$ cat src/rtl/ternary_dot_engine.sv
// Serial ternary-weight dot product over N_LANES lanes, then ReLU, right shift and saturation to OUT_W bits.
// Latency: start edge, N_LANES accumulate edges, one finish edge; out_valid is high after edge N_LANES+1.
// Backpressure: result is held in DONE until out_ready; start is ignored outside IDLE, with no queuing.
module ternary_dot_engine #(
  parameter int N_LANES = 16,
  parameter int DATA_W  = 8,
  parameter int WGT_W   = 2,
  parameter int ACC_W   = 14,
  parameter int OUT_W   = 8
) (
  input  logic                       clk,
  input  logic                       rst_n,
  input  logic                       start,
  input  logic [N_LANES*WGT_W-1:0]   weights,
  input  logic [N_LANES*DATA_W-1:0]  data,
  input  logic [3:0]                 shift,
  output logic                       busy,
  output logic                       out_valid,
  input  logic                       out_ready,
  output logic [OUT_W-1:0]           result,
  output logic [ACC_W-1:0]           acc_out
);

  localparam int LANE_W = (N_LANES > 1) ? $clog2(N_LANES) : 1;
  localparam logic [LANE_W-1:0] LAST_LANE = LANE_W'(N_LANES - 1);

  typedef enum logic [1:0] {IDLE, RUN, FINISH, DONE} state_t;

  state_t                     state, state_nxt;
  logic [LANE_W-1:0]          lane;
  logic [ACC_W-1:0]           acc;
  logic [N_LANES*WGT_W-1:0]   w_snap;
  logic [N_LANES*DATA_W-1:0]  d_snap;
  logic [3:0]                 shift_snap;

  logic [WGT_W-1:0]           w_lane;
  logic [DATA_W-1:0]          d_lane;
  logic [ACC_W-1:0]           d_ext;
  logic [ACC_W-1:0]           prod;
  logic [ACC_W-1:0]           acc_pos;
  logic [ACC_W-1:0]           acc_shr;
  logic [OUT_W-1:0]           sat_val;

  assign w_lane = w_snap[lane*WGT_W +: WGT_W];
  assign d_lane = d_snap[lane*DATA_W +: DATA_W];
  assign d_ext  = ACC_W'(d_lane);

  // Ternary-style weights need no multiplier: select 0, +d, -2d or -d.
  always_comb begin
    prod = '0;
    case (w_lane)
      2'b01:   prod = d_ext;
      2'b10:   prod = -(d_ext << 1);
      2'b11:   prod = -d_ext;
      default: prod = '0;
    endcase
  end

  // A 4-bit shift can reach or exceed ACC_W; the logical shift then gives 0 naturally.
  assign acc_pos = acc[ACC_W-1] ? '0 : acc;
  assign acc_shr = acc_pos >> shift_snap;
  assign sat_val = (|acc_shr[ACC_W-1:OUT_W]) ? {OUT_W{1'b1}} : acc_shr[OUT_W-1:0];

  assign busy = (state != IDLE);

  always_ff @(posedge clk) begin
    if (!rst_n) state <= IDLE;
    else        state <= state_nxt;
  end

  always_comb begin
    state_nxt = state;
    case (state)
      IDLE:    if (start) state_nxt = RUN;
      RUN:     if (lane == LAST_LANE) state_nxt = FINISH;
      FINISH:  state_nxt = DONE;
      DONE:    if (out_ready) state_nxt = IDLE;
      default: state_nxt = IDLE;
    endcase
  end

  always_ff @(posedge clk) begin
    if (!rst_n) begin
      lane       <= '0;
      acc        <= '0;
      w_snap     <= '0;
      d_snap     <= '0;
      shift_snap <= '0;
      out_valid  <= 1'b0;
      result     <= '0;
      acc_out    <= '0;
    end else begin
      case (state)
        IDLE: begin
          if (start) begin
            w_snap     <= weights;
            d_snap     <= data;
            shift_snap <= shift;
            acc        <= '0;
            lane       <= '0;
          end
        end
        RUN: begin
          acc  <= acc + prod;
          lane <= lane + 1'b1;
        end
        FINISH: begin
          acc_out   <= acc;
          result    <= sat_val;
          out_valid <= 1'b1;
        end
        DONE: begin
          if (out_ready) out_valid <= 1'b0;
        end
        default: ;
      endcase
    end
  end

endmodule

$ cat config.mk
export PLATFORM = sky130hd
export DESIGN_NAME = ternary_dot_engine
export DESIGN_NICKNAME = d
export VERILOG_FILES = /design/src/rtl/ternary_dot_engine.sv
export SDC_FILE = /design/constraint.sdc
export NUM_CORES = 1
export LEC_CHECK = 0
export ABC_CLOCK_PERIOD_IN_PS = 8500
export BUFFER_PORTS_ARGS = -buffer_cell sky130_fd_sc_hd__clkbuf_2
export CAP_MARGIN = 20
export CORE_MARGIN = 10
export CORE_UTILIZATION = 50
export CTS_CLUSTER_DIAMETER = 40
export DETAILED_ROUTE_END_ITERATION = 12
export GPL_TIMING_DRIVEN = 0
export HOLD_SLACK_MARGIN = 0.03
export PLACE_DENSITY = 0.77
export SLEW_MARGIN = 0
export SYNTH_ARGS = -nofsm -noshare
export SYNTH_HDL_FRONTEND = slang
export SYNTH_SLANG_ARGS = --single-unit
$ cat constraint.sdc
create_clock -name clk -period 8.5 [get_ports clk]
set_clock_uncertainty 0.2 [all_clocks]
set_input_delay 2.125 -clock clk [delete_from_list [all_inputs] [get_ports clk]]
set_output_delay 2.125 -clock clk [all_outputs]
set_load 0.05 [all_outputs]
==> out/metrics.cfg, run 1 <==
[outcome]
status=complete, no violations

[logic_synthesis]
yosysUniqueCellTypes=70
ys_warn_count=0
syn_nets=1385
synthCells=1197
synth_edf_count=0
ys_seq_area_frac=0.395
syn_area_mm2=0.0105
async_flop_share=0
synth-seq-cells=207
synth-main-ff-cell=dfxtp_1
syn_avg_cell_area_um2=8.77

[power]
pwr-share-clk=0.325
seqPwrFrac=0.318
switching_power_uw=1470
p_per_area_mw_per_mm2=308
p_comb_frac=0.357
sw_frac_of_total=0.373
ir_drop_uv=142
leakagePower_uw=0.00510
cell_internal_pwr_uw=2480
total_power_uw=3950

[timing]
period_share=0.742
timing.fmax_mhz=159
min_period_ns=6.30
grt_setup_unrepaired=no
relSlewSlack=0.413
setup_viol=0
setup_tns_ns=0
worst_pin_slew_ns=0.881
hold_viol_final=0
hold_ws_ns=0.261
final-max-slew-violation-count=0

[global_route]
grt_pass1_vias=9435
grt_max_degree=15
globalRoute.totalOverflow=0
grt_pass1_wl_mm=48.7
antenna_found_initial=0
grt_use_total=0.224

[routing]
dr.pass1.iters=6
ant_nets=0
totalWireLength_mm=31.8
drc=0
drt_iter0_drc=691
wire_per_inst_um=18.6
vias_per_cell=5.50
vias=9410

[clock_network]
cts-buffers-inserted=29
post_cts_resized=0
cts_root_buf=clkbuf_16
cts_tree=yes
clk_pin_slew_ns=0.05
htreeDepth=1
post_cts_buffers=0
cts.sinks=207
clk_latency_ns=0.55
clk_path_buf_depth=3
hold_buffers=0

[critical_path]
worst_r2r_path_depth=17
worstPathArrival_ns=6.52
rrSetupSlack_ns=2.20
cp_top_family=compound AO/OA/AOI/OAI gates
critPathMaxFanout=10
critPathSlowestCell=a2111oi_0
worstReg2RegEnd=acc[13]$_SDFFE_PN0P_
cp_common_cell=o21ai_0
cp-startpoint=lane[1]$_SDFFE_PN0P_
worst-setup-path-type=reg2reg
required_ns=8.71
critPathMaxStageDelay_ns=0.68
cp-end-kind=register
cp_num_cells=17
r2r-start=lane[1]$_SDFFE_PN0P_
crit_chain=buf_1 -> mux4_2 -> mux4_2 -> inv_1 -> clkbuf_1 -> o21ai_0 -> o21ai_0 -> ha_1 -> a21o_1 -> a21o_1 -> a2111oi_0 -> nor3_1 -> o31ai_1 -> o21ai_0 -> xnor2_2 -> and3_1 -> o31a_1
worst-path-buf-inv=3
setup.worst_path.end=acc[13]$_SDFFE_PN0P_
start_kind=register

[floorplan]
die_area_mm2=0.0272
start_util=0.514
coreArea_mm2=0.0204
die_x_um=165
rows=52
io_pins=192
die_y_um=165

[cells_and_area]
nets=1606
final_common_cell=nand2_1
n_antenna_cell=0
fillers=1764
area_growth_pct=22.3
layout_common_cells=nand2_1 (354), dfxtp_1 (207), clkbuf_2 (190)
drive_above_1_share=0.207

[min_path]
hold_class=reg2reg

[placement]
hpwl_mm=24.1
place_congestion=0.948
io_buffers=190

[job]
cap_violations=0

[worst min path at each step]
stage / from / endpoint / slack [ns] / cells after the start
after floorplan: w_snap[10]$_SDFFE_PN0P_ / w_snap[10]$_SDFFE_PN0P_ / 0.24 / 2
after global placement: d_snap[101]$_SDFFE_PN0P_ / d_snap[101]$_SDFFE_PN0P_ / 0.25 / 2
after detailed placement: w_snap[20]$_SDFFE_PN0P_ / w_snap[20]$_SDFFE_PN0P_ / 0.25 / 2
after CTS: w_snap[20]$_SDFFE_PN0P_ / w_snap[20]$_SDFFE_PN0P_ / 0.26 / 2
after global routing: d_snap[65]$_SDFFE_PN0P_ / d_snap[65]$_SDFFE_PN0P_ / 0.28 / 2
final: w_snap[20]$_SDFFE_PN0P_ / w_snap[20]$_SDFFE_PN0P_ / 0.26 / 2
[Yosys cell counts, drive strengths merged, types with 4 or more instances]
master | instances | area share
dfxtp | 207 | 0.39
nand3 | 14 | 0.0067
xor2 | 7 | 0.0058
clkbuf | 70 | 0.025
mux2i | 57 | 0.054
o21ai | 22 | 0.011
nor2b | 36 | 0.021
buf | 20 | 0.012
a221oi | 12 | 0.010
and2 | 5 | 0.0030
a21boi | 167 | 0.12
a21o | 6 | 0.0043
ha | 19 | 0.023
nand2 | 354 | 0.13
o211ai | 7 | 0.0050
nor3 | 6 | 0.0033
a22oi | 23 | 0.017
mux4 | 32 | 0.069
a21oi | 20 | 0.0095
xnor2 | 7 | 0.0066
a32o | 4 | 0.0038
a31oi | 4 | 0.0030
nor2 | 25 | 0.0089
nand2b | 10 | 0.0060
o211a | 5 | 0.0048
inv | 12 | 0.0043
[area by class of cell]
cell class              instances  area, um2  share of cell area
repair buffers                190        951              0.0741
well taps                     270        338              0.0263
inverters                      12       45.0             0.00351
clock inverters                20        264              0.0206
multi-input cells             888       5920               0.462
plain buffers                  90        387              0.0301
flip-flops and latches        207       4140               0.323
clock buffers                  34        785              0.0611
[metal layers]
| metal | part of all wire | track usage | wire, um | vias to the layer above |
|---|---|---|---|---|
| li1 | - | - | - | 4625 |
| met1 | 0.43 | 0.282 | 13700 | 4360 |
| met2 | 0.47 | 0.371 | 14900 | 350 |
| met3 | 0.064 | 0.0436 | 2040 | 75 |
| met4 | 0.037 | 0.0886 | 1180 | 0 |
| met5 | 0 | 0 | 0 | - |
[kinds of logic (layout without fill, tap and decap cells)]
logic type / Yosys count / count (layout) / synth area share
AO/OA/AOI/OAI: 296 / 296 / 0.211
XOR/XNOR: 14 / 14 / 0.0124
adder cells (fa/ha/maj): 20 / 20 / 0.0245
buffers and inverters: 102 / 346 / 0.0411
flip-flops: 207 / 207 / 0.395
multiplexers: 92 / 92 / 0.127
AND/OR/NAND/NOR: 466 / 466 / 0.189
[metrics by stage]
stage,instances,instance area (um2),setup WS [ns],utilization
2_1_floorplan,1197,10500,3.43,-
3_3_place_gp,1657,11800,2.43,0.577
3_5_place_dp,1657,11800,2.34,0.577
4_1_cts,1711,12800,2.34,0.628
5_1_grt,1711,12800,1.90,0.628
6_report,1711,12800,2.20,0.628
[worst reg2reg max path, stage by stage, from the launching register on]
cell	delay (ns)
dfxtp_1	0.47
buf_1	0.66
mux4_2	0.45
mux4_2	0.55
inv_1	0.22
clkbuf_1	0.40
o21ai_0	0.13
o21ai_0	0.34
ha_1	0.31
a21o_1	0.16
a21o_1	0.21
a2111oi_0	0.68
nor3_1	0.17
o31ai_1	0.40
o21ai_0	0.23
xnor2_2	0.17
and3_1	0.19
o31a_1	0.26
[registers in the layout, summed over array words and instances (netlist names)]
register    cells
w_snap         32
lane            4
result          8
out_valid       1
shift_snap      4
acc_out        14
d_snap        128
acc            14
state           2
[power by group through the flow]
stage	Sequential [uW]	Clock [uW]	Combinational, uW
3_3_place_gp	1260	0	1370
6_report	1260	1280	1410
4_1_cts	1250	1290	1400
3_5_place_dp	1270	0	1390
5_1_grt	1270	1340	1540
2_1_floorplan	1270	0	986
Note: power is estimated with default switching activity, not from simulation.
==> run 2, diff against run 1 <==
ABC_CLOCK_PERIOD_IN_PS = 6500   (was 8500)
clock period = 6.5 ns   (was 8.5 ns; I/O delays follow)
==> run 2 against run 1 <==
Net effect: count of clock-buffer cells in the layout is the same; largest power group unchanged; routed wire length shrank 0.16%; die area is the same; sequential share of layout area is essentially flat; sequential power grew 30%; hold slack is essentially flat; first-iteration DRC count grew 0.14%; core utilization is essentially flat; register-to-register slack lost 1.7 ns; final area is essentially flat.
==> out/metrics.cfg, run 2 (synthesis results as in run 1) <==
[outcome]
status=complete, no violations

[placement]
hpwl_mm=24.1  ; unchanged
place_congestion=0.948  ; unchanged
placedCellCount=1657  ; unchanged
io_buffers=190  ; unchanged

[floorplan]
start_util=0.514  ; unchanged
io_pins=192  ; unchanged
rows=52  ; unchanged
coreArea_mm2=0.0204  ; unchanged
die_x_um=165  ; unchanged
die_y_um=165  ; unchanged
die_area_mm2=0.0272  ; unchanged

[timing]
grt_setup_unrepaired=no
worst_pin_slew_ns=0.880  ; -0.000440 ns
setup_tns_ns=0  ; unchanged
hold_viol_final=0  ; unchanged
period_share=0.922  ; +0.181
timing.fmax_mhz=167  ; +5.2%
relSlewSlack=0.413  ; about the same
final-max-slew-violation-count=0  ; unchanged
setup_viol=0  ; unchanged
min_period_ns=5.99  ; -0.309 ns

[power]
ir_drop_uv=186  ; +31%
p_per_area_mw_per_mm2=402  ; +31%
leakagePower_uw=0.00511  ; about the same

[routing]
wire_per_inst_um=18.6  ; -0.16%
totalWireLength_mm=31.8  ; -0.16%
vias=9407  ; -0.032%
dr.pass1.iters=5  ; -1
drc=0  ; unchanged
drt_iter0_drc=692  ; +0.14%
vias_per_cell=5.50  ; about the same
ant_nets=0  ; unchanged

[cells_and_area]
largest-register=d_snap
area_growth_pct=22.3  ; about the same
layout_common_cells=nand2_1 (354), dfxtp_1 (207), clkbuf_2 (191)
largest_reg_flops=128  ; unchanged
drive_above_1_share=0.207  ; +0.000694
nets=1606  ; unchanged
stdcell_count=1711  ; unchanged
fillers=1763  ; -0.057%
multi_input_area_mm2=0.00592  ; unchanged
n_antenna_cell=0  ; unchanged
final_common_cell=nand2_1
post-route-util=0.628  ; about the same
ff_latch_area_mm2=0.00414  ; unchanged
top_regs=d_snap: 128 flops, w_snap: 32 flops

[critical_path]
critPathMaxStageDelay_ns=0.69  ; about the same
critPathSlowestCell=a2111oi_0
cp_common_cell=o21ai_0
cp_top_family=compound AO/OA/AOI/OAI gates
start_kind=register
critPathMaxFanout=10  ; unchanged
cp-end-kind=register
worst-setup-path-type=reg2reg
crit_chain=clkbuf_2 -> mux4_2 -> mux4_2 -> inv_1 -> clkbuf_1 -> o21ai_0 -> o21ai_0 -> ha_1 -> a21o_1 -> a21o_1 -> a2111oi_0 -> nor3_1 -> o31ai_1 -> o21ai_0 -> xnor2_2 -> and3_1 -> o31a_1
worst-path-buf-inv=3  ; unchanged
worstPathArrival_ns=6.21  ; -0.31 ns
required_ns=6.71  ; -2.00 ns

[clock_network]
clk_pin_slew_ns=0.05  ; about the same
cts.sinks=207  ; unchanged
clk_path_buf_depth=3  ; unchanged
cts-buffers-inserted=29  ; unchanged
cts_tree=yes
cts_root_buf=clkbuf_16
htreeDepth=1  ; unchanged
clk_latency_ns=0.55  ; about the same
hold_buffers=0  ; unchanged

[global_route]
grt_max_degree=15  ; unchanged
globalRoute.totalOverflow=0  ; unchanged
grt_use_total=0.224  ; unchanged
grt_pass1_vias=9435  ; unchanged
grt_pass1_wl_mm=48.7  ; unchanged
antenna_found_initial=0  ; unchanged

[min_path]
hold_class=reg2reg

[job]
cap_violations=0  ; unchanged

==> run 2: changes by cell type in the layout (fill, tap and decap cells not counted), sizes merged <==
cell | before | now
buf | 20 | 19
clkbuf | 294 | 295
==> run 2: worst paths after layout <==
| check | from | end | slack [ns] | cells after the start |
|---|---|---|---|---|
| setup reg to reg | lane[1]$_SDFFE_PN0P_ | acc[13]$_SDFFE_PN0P_ | 0.51 | 17 |
| hold / removal | w_snap[20]$_SDFFE_PN0P_ | w_snap[20]$_SDFFE_PN0P_ | 0.26 | 2 |
| setup / recovery | lane[1]$_SDFFE_PN0P_ | acc[13]$_SDFFE_PN0P_ | 0.51 | 17 |
| hold reg to reg | w_snap[20]$_SDFFE_PN0P_ | w_snap[20]$_SDFFE_PN0P_ | 0.26 | 2 |
==> run 2: cell type report <==
cell class	instances	share of cell area
well taps	270	0.0263
inverters	12	0.00351
clock buffers	34	0.0611
flip-flops and latches	207	0.323
multi-input cells	888	0.461
plain buffers	90	0.0302
repair buffers	190	0.0741
clock inverters	20	0.0206
==> run 2: tightest hold or removal path, cell delays in order (launching register included) <==
cell and delay (ns):
dfxtp_1 0.30, nand2_1 0.04, a21boi_0 0.06
==> run 2: per-layer routing <==
layer	share of wire	vias up	GRT usage
met3	0.065	74	0.0436
met5	0	-	0
met4	0.037	0	0.0886
met1	0.43	4359	0.282
met2	0.47	343	0.371
li1	-	4631	-
==> run 2: timing repair <==
action                                  in CTS  in global routing
setup buffers                                0                  0
endpoints found under the setup margin       0                  1
resized for setup                            0                  1
==> run 2: power breakdown <==
part | leakage (uW) | switching (uW) | internal, uW
combinational | 0.00291 | 1170 | 672
clock | 0.000507 | 607 | 1070
sequential | 0.00169 | 144 | 1500
total | 0.00511 | 1920 | 3240
==> run 2: stage by stage <==
step	setup WS [ns]	hold WS, ns	total power [uW]	cell area (um2)
CTS	0.338	0.261	5160	12800
finish	0.505	0.261	5160	12800
global placement	0.429	0.247	3440	11800
global route	0.186	0.277	5430	12800
floorplan	1.43	0.239	2960	10500
detailed placement	0.342	0.253	3480	11800
